==> src/rtl/vector_seq_ctrl_if.sv <==
// Signal bundle between vector_seq_ctrl, its upstream source, the vector FIFO and the downstream MAC.
// slave = controller view, master = environment (source, FIFO, sink) view.
interface vector_seq_ctrl_if #(
  parameter int DATA_W = 8,
  parameter int LEN_W  = 4
);
  logic              start;
  logic [LEN_W-1:0]  N;
  logic              in_valid;
  logic [DATA_W-1:0] in_data;
  logic              in_ready;
  logic              fifo_push;
  logic              fifo_pop;
  logic [DATA_W-1:0] fifo_data_in;
  logic              fifo_clr;
  logic [LEN_W-1:0]  fifo_N;
  logic [DATA_W-1:0] fifo_data_out;
  logic              out_valid;
  logic [DATA_W-1:0] out_data;
  logic              out_eop;
  logic              out_last;
  logic              busy;
  logic              done;

  modport slave (
    input  start, N, in_valid, in_data, fifo_data_out,
    output in_ready, fifo_push, fifo_pop, fifo_data_in, fifo_clr, fifo_N,
           out_valid, out_data, out_eop, out_last, busy, done
  );

  modport master (
    output start, N, in_valid, in_data, fifo_data_out,
    input  in_ready, fifo_push, fifo_pop, fifo_data_in, fifo_clr, fifo_N,
           out_valid, out_data, out_eop, out_last, busy, done
  );
endinterface

==> src/rtl/vector_seq_ctrl.sv <==
// Loads an N-element vector into an external FIFO, then replays it N times (N*N beats)
// to a downstream MAC, marking pass ends and the final beat, and clears the FIFO when done.
module vector_seq_ctrl #(
  parameter int DATA_W = 8,
  parameter int LEN_W  = 4
) (
  input  logic             clk,
  input  logic             rst,
  vector_seq_ctrl_if.slave bus
);
  typedef enum logic [2:0] {IDLE, LOAD, REPLAY, DRAIN, CLEAR, DONE} state_e;

  state_e           state_q, state_d;
  logic [LEN_W-1:0] n_q, n_d;
  logic [LEN_W-1:0] elem_cnt_q, elem_cnt_d;
  logic [LEN_W-1:0] pass_cnt_q, pass_cnt_d;
  logic             out_valid_q, out_valid_d;
  logic             out_eop_q, out_eop_d;
  logic             out_last_q, out_last_d;

  logic [LEN_W-1:0] n_last;
  logic             elem_wrap;
  logic             pass_wrap;
  logic             load_push;
  logic             replay_pop;

  assign n_last     = n_q - LEN_W'(1);
  assign elem_wrap  = (elem_cnt_q == n_last);
  assign pass_wrap  = (pass_cnt_q == n_last);
  assign load_push  = (state_q == LOAD) && bus.in_valid;
  assign replay_pop = (state_q == REPLAY);

  always_ff @(posedge clk or posedge rst) begin
    if (rst) begin
      state_q     <= IDLE;
      n_q         <= '0;
      elem_cnt_q  <= '0;
      pass_cnt_q  <= '0;
      out_valid_q <= 1'b0;
      out_eop_q   <= 1'b0;
      out_last_q  <= 1'b0;
    end else begin
      state_q     <= state_d;
      n_q         <= n_d;
      elem_cnt_q  <= elem_cnt_d;
      pass_cnt_q  <= pass_cnt_d;
      out_valid_q <= out_valid_d;
      out_eop_q   <= out_eop_d;
      out_last_q  <= out_last_d;
    end
  end

  always_comb begin
    state_d    = state_q;
    n_d        = n_q;
    elem_cnt_d = elem_cnt_q;
    pass_cnt_d = pass_cnt_q;
    // Beat flags follow the pop by one cycle, matching the FIFO read latency.
    out_valid_d = replay_pop;
    out_eop_d   = replay_pop && elem_wrap;
    out_last_d  = replay_pop && elem_wrap && pass_wrap;

    case (state_q)
      IDLE: begin
        if (bus.start && (bus.N != '0)) begin
          n_d        = bus.N;
          elem_cnt_d = '0;
          pass_cnt_d = '0;
          state_d    = LOAD;
        end
      end
      LOAD: begin
        if (load_push) begin
          if (elem_wrap) begin
            elem_cnt_d = '0;
            state_d    = REPLAY;
          end else begin
            elem_cnt_d = elem_cnt_q + LEN_W'(1);
          end
        end
      end
      REPLAY: begin
        if (elem_wrap) begin
          elem_cnt_d = '0;
          pass_cnt_d = pass_cnt_q + LEN_W'(1);
          if (pass_wrap) begin
            state_d = DRAIN;
          end
        end else begin
          elem_cnt_d = elem_cnt_q + LEN_W'(1);
        end
      end
      DRAIN:   state_d = CLEAR;
      CLEAR:   state_d = DONE;
      DONE:    state_d = IDLE;
      default: state_d = IDLE;
    endcase
  end

  assign bus.in_ready     = (state_q == LOAD);
  assign bus.fifo_push    = load_push;
  assign bus.fifo_data_in = (state_q == LOAD) ? bus.in_data : {DATA_W{1'b0}};
  assign bus.fifo_pop     = replay_pop;
  assign bus.fifo_clr     = (state_q == CLEAR);
  assign bus.fifo_N       = n_q;
  assign bus.out_valid    = out_valid_q;
  assign bus.out_data     = out_valid_q ? bus.fifo_data_out : {DATA_W{1'b0}};
  assign bus.out_eop      = out_eop_q;
  assign bus.out_last     = out_last_q;
  assign bus.busy         = (state_q != IDLE);
  assign bus.done         = (state_q == DONE);
endmodule

==> src/flat_wrapper.sv <==
// flat-port wrapper written by rule: the top's interface ports become plain ports
module vector_seq_ctrl_flat 
#(
  parameter int DATA_W = 8,
  parameter int LEN_W  = 4
)
  (clk, rst, bus_start, bus_N, bus_in_valid, bus_in_data, bus_fifo_data_out, bus_in_ready, bus_fifo_push, bus_fifo_pop, bus_fifo_data_in, bus_fifo_clr, bus_fifo_N, bus_out_valid, bus_out_data, bus_out_eop, bus_out_last, bus_busy, bus_done);
  vector_seq_ctrl_if #(.DATA_W(DATA_W), .LEN_W(LEN_W)) bus_i ();
  input  logic clk;
  input  logic rst;
  input wire logic [$bits(bus_i.start)-1:0] bus_start;
  input wire logic [$bits(bus_i.N)-1:0] bus_N;
  input wire logic [$bits(bus_i.in_valid)-1:0] bus_in_valid;
  input wire logic [$bits(bus_i.in_data)-1:0] bus_in_data;
  input wire logic [$bits(bus_i.fifo_data_out)-1:0] bus_fifo_data_out;
  output wire logic [$bits(bus_i.in_ready)-1:0] bus_in_ready;
  output wire logic [$bits(bus_i.fifo_push)-1:0] bus_fifo_push;
  output wire logic [$bits(bus_i.fifo_pop)-1:0] bus_fifo_pop;
  output wire logic [$bits(bus_i.fifo_data_in)-1:0] bus_fifo_data_in;
  output wire logic [$bits(bus_i.fifo_clr)-1:0] bus_fifo_clr;
  output wire logic [$bits(bus_i.fifo_N)-1:0] bus_fifo_N;
  output wire logic [$bits(bus_i.out_valid)-1:0] bus_out_valid;
  output wire logic [$bits(bus_i.out_data)-1:0] bus_out_data;
  output wire logic [$bits(bus_i.out_eop)-1:0] bus_out_eop;
  output wire logic [$bits(bus_i.out_last)-1:0] bus_out_last;
  output wire logic [$bits(bus_i.busy)-1:0] bus_busy;
  output wire logic [$bits(bus_i.done)-1:0] bus_done;
  assign bus_i.start = bus_start;
  assign bus_i.N = bus_N;
  assign bus_i.in_valid = bus_in_valid;
  assign bus_i.in_data = bus_in_data;
  assign bus_i.fifo_data_out = bus_fifo_data_out;
  assign bus_in_ready = bus_i.in_ready;
  assign bus_fifo_push = bus_i.fifo_push;
  assign bus_fifo_pop = bus_i.fifo_pop;
  assign bus_fifo_data_in = bus_i.fifo_data_in;
  assign bus_fifo_clr = bus_i.fifo_clr;
  assign bus_fifo_N = bus_i.fifo_N;
  assign bus_out_valid = bus_i.out_valid;
  assign bus_out_data = bus_i.out_data;
  assign bus_out_eop = bus_i.out_eop;
  assign bus_out_last = bus_i.out_last;
  assign bus_busy = bus_i.busy;
  assign bus_done = bus_i.done;
  vector_seq_ctrl #(.DATA_W(DATA_W), .LEN_W(LEN_W)) u_core (.clk(clk), .rst(rst), .bus(bus_i));
endmodule
==> config.mk <==
export PLATFORM = sky130hd
export DESIGN_NAME = vector_seq_ctrl_flat
export DESIGN_NICKNAME = d
export VERILOG_FILES = /design/src/rtl/vector_seq_ctrl_if.sv /design/src/rtl/vector_seq_ctrl.sv /design/src/flat_wrapper.sv
export SDC_FILE = /design/constraint.sdc
export NUM_CORES = 1
export LEC_CHECK = 0
export ABC_AREA = 1
export CORE_UTILIZATION = 46
export DETAILED_ROUTE_END_ITERATION = 6
export PLACE_DENSITY_LB_ADDON = 0.25
export SYNTH_ARGS = -nofsm -noshare
export SYNTH_HDL_FRONTEND = slang
export SYNTH_SLANG_ARGS = --single-unit
==> constraint.sdc <==
create_clock -name clk -period 2.7 [get_ports clk]
set_clock_uncertainty 0.1 [all_clocks]
set_input_delay 0.81 -clock clk [delete_from_list [all_inputs] [get_ports clk]]
set_output_delay 0.81 -clock clk [all_outputs]
set_load 0.01 [all_outputs]
==> run_results.csv <==
group,metric,value,unit
setup_path,cp_max_fo,5,
setup_path,cpPeakStageDelay,0.53,ns
synthesis,synth_top_cell_by_area,"dfrtp_1",
placed_design,dp_slack,-0.1971,ns
clock_tree,clk_latency,0.30,ns
final_layout,fillCellCount,228,
synthesis,ys_top_cells_by_count,"44 x nand2_1, 37 x inv_1, 20 x nor2_1, 18 x dfrtp_1, 18 x nand3_1",
clock_tree,clock_sinks,18,
synthesis,synthCells,191,
routing,first_pass_iters,4,
sta,worst_pin_slew,0.7006,ns
floorplanning,dieHeight,55.27,um
synthesis,ys.flop_type,"dfrtp_1",
sta,setup_viol,0,
routing,drt_wl_total,2.995,mm
routing,top_layer,"met4",
sta,fin_crit_sh,96.57,%
setup_path,crit_chain,"buf_4, nor2_1, nand2_1, inv_2, clkdlybuf4s50_1",
sta,max_clock_freq,383.5,MHz
floorplanning,core-area,2567,um^2
synthesis,ys_async_sr_fraction,100.0,%
synthesis,synthesis.nets,218,
job,maxCapViolCount,0,
floorplanning,initial_utilization,50.83,%
setup_path,crit_buf_inv,3,
routing,route.detailed.wl_per_inst,10.70,um
routing,vias_per_cell,4.800,
sta,slew_violations,0,
run_status,outcome,"finished, final reports clean",
routing,vias,1344,
setup_path,crit_required,1.79,ns
placed_design,place.gp.congestion,0.8234,
global_route,grt_max_degree,19,
sta,hold_viol,0,
power,p_per_area,870.2,nW/um^2
power,ir_drop,0.6770,mV
synthesis,ys_ff_latch,18,
final_layout,multiInputGateArea,684.4,um^2
routing,wl_met2,1.392,mm
global_route,grt_pass1_wl,5.002,mm
global_route,grt_use_total,20.18,%
final_layout,area_growth,46.02,%
clock_tree,cts.htree.levels,1,
floorplanning,io_pins,53,
setup_path,worstPathArrival,1.70,ns
power,p_leak,1.114,nW
synthesis,synth-warning-count,0,
sta,worst_slack,0.09273,ns
clock_tree,root_buffer,"clkbuf_4",
floorplanning,rows,18,
setup_path,cpLargestDelayFamily,"buffers and inverters",
floorplanning,die_x,55.27,um
final_layout,finalNetCount,278,
sta,fin_crit,2.607,ns
placed_design,place_inst,276,
sta,tns,0,ns
clock_tree,cts.reportedPaths.clkPinSlew,0.11,ns
setup_path,critPathKind,"reg2out",
synthesis,synth_seq_area_share,34.52,%
global_route,grt_pass1_vias,1247,
placed_design,dpl.hpwl,2.557,mm
final_layout,drive_above_1_share,13.60,%
synthesis,avgSynthCellArea,6.832,um^2
setup_path,cp-start-kind,"flip-flop",
sta,whs,0.4761,ns
clock_tree,cts_tree,"done",
global_route,antenna_found_initial,0,
global_route,grt-ovfl-total,0,
min_path,hold_path_class,"reg2reg",
routing,drc,0,
synthesis,synth.most_common_cell,"nand2_1",
clock_tree,post_cts_buffers,0,
routing,met1Wirelength,1.265,mm
synthesis,netlist_area,1305,um^2
sta,relSlewSlack,53.24,%
final_layout,num_antenna_cells,0,
floorplanning,die_area,3054,um^2
final_layout,final_cells,280,
sta,rsz0062_at_grt,"no",
final_layout,regArea,450.4,um^2
min_path,hold_start,"u_core.pass_cnt_q[0]",
routing,wl_met3,308,um
synthesis,synth_area_leaders,"dfrtp_1 35%, nand2_1 13%, inv_1 11%",
synthesis,yosysTopAreaCellShare,34.52,%
final_layout,fin_util,74.22,%
clock_tree,cts_buffers,3,
synthesis,yosysUniqueCellTypes,27,
routing,drt_iter0_drc,28,
setup_path,r2r_start,"u_core.bus.fifo_N[0]",
setup_path,crit_path_start,"u_core.state_q[2]",
routing,drtAntennaViolNets,0,
synthesis,synth_edf_count,0,
clock_tree,clock_path_buffers,2,
setup_path,slowest_stage,"clkdlybuf4s50_1",
placed_design,port_buffers,52,
setup_path,crit_path_end_kind,"primary output",
## cell type report
cell class / count / share of cell area [%]
Clock buffer: 4 / 1.904
Tap cell: 30 / 1.970
Multi-Input combinational cell: 129 / 35.92
Timing Repair Buffer: 57 / 28.30
Inverter: 42 / 8.273
Sequential cell: 18 / 23.64
## state kept, by name, indices dropped and copies added, names as in the netlist
register,flops
u_core.bus.out_last,1
u_core.bus.out_eop,1
u_core.state_q,3
u_core.bus.fifo_N,4
u_core.bus.out_valid,1
u_core.pass_cnt_q,4
u_core.elem_cnt_q,4
## worst paths after layout
path,endpoint,slack [ns],cells after the start
setup / recovery,bus_fifo_pop,0.09,5
hold / removal,u_core.pass_cnt_q[0],0.48,1
setup reg to reg,u_core.pass_cnt_q[3],0.75,11
min in group asynchronous,u_core.bus.fifo_N[3],0.80,2
hold reg to reg,u_core.pass_cnt_q[0],0.48,1
max in group asynchronous,u_core.elem_cnt_q[1],1.24,2
## worst reg2reg max path, stage by stage, from the launching register on
cell	delay (ns)
dfrtp_1	0.48
inv_2	0.10
ha_1	0.34
or2_2	0.30
nand2_1	0.08
nor2_2	0.04
nand2_2	0.07
nor2_4	0.05
nand2_4	0.11
nand2_8	0.08
nand2_2	0.07
o21ai_2	0.04
## where the power goes
part / switching [mW] / internal, mW
clock: 0.0870 / 0.0823
combinational: 0.620 / 0.457
sequential: 0.0795 / 0.333
total: 0.786 / 0.872
## layer usage
metal,vias up,track usage (%)
met5,-,0
met4,0,6.429
met3,5,7.494
met2,61,34.60
met1,576,23.20
li1,702,-
## layout by cell type, fill, tap and decap left out, drive strengths merged
| master | count |
|---|---|
| nand2 | 53 |
| inv | 41 |
| clkdlybuf4s50 | 34 |
| nor2 | 25 |
| nand3 | 19 |
| dfrtp | 18 |
| dlygate4sd2 | 17 |
| o21ai | 11 |
| nand4 | 7 |
| xor2 | 5 |
| buf | 5 |
| clkbuf | 4 |
| ha | 3 |
| nor3 | 2 |
| or2 | 1 |
| o21bai | 1 |
| a21oi | 1 |
| clkinv | 1 |
| xnor2 | 1 |
| dlymetal6s2s | 1 |
## per-stage QoR
step | cell area [um^2] | total power, mW
3_5_place_dp | 1886 | 1.539
5_1_grt | 1906 | 1.809
2_1_floorplan | 1305 | 1.127
4_1_cts | 1901 | 1.669
6_report | 1906 | 1.658
3_3_place_gp | 1886 | 1.515
## what timing repair did
item | 4_1_cts | 5_1_grt
gates resized for setup | 17 | 3
endpoints found under the setup margin | 17 | 3
hold buffers | 0 | 0
## logic make-up (layout without fill, tap and decap cells)
logic type | count (synthesis) | after routing | share of synthesized area (%)
DFF | 18 | 18 | 34.52
xor gates and xnor gates | 6 | 6 | 4.027
AOI/OAI and AO/OA | 13 | 13 | 5.752
and+or+nand+nor | 107 | 107 | 39.60
buffers and inverters | 44 | 103 | 13.23
adders and majority gates | 3 | 3 | 2.877
Power figures use the tool's default switching activity.
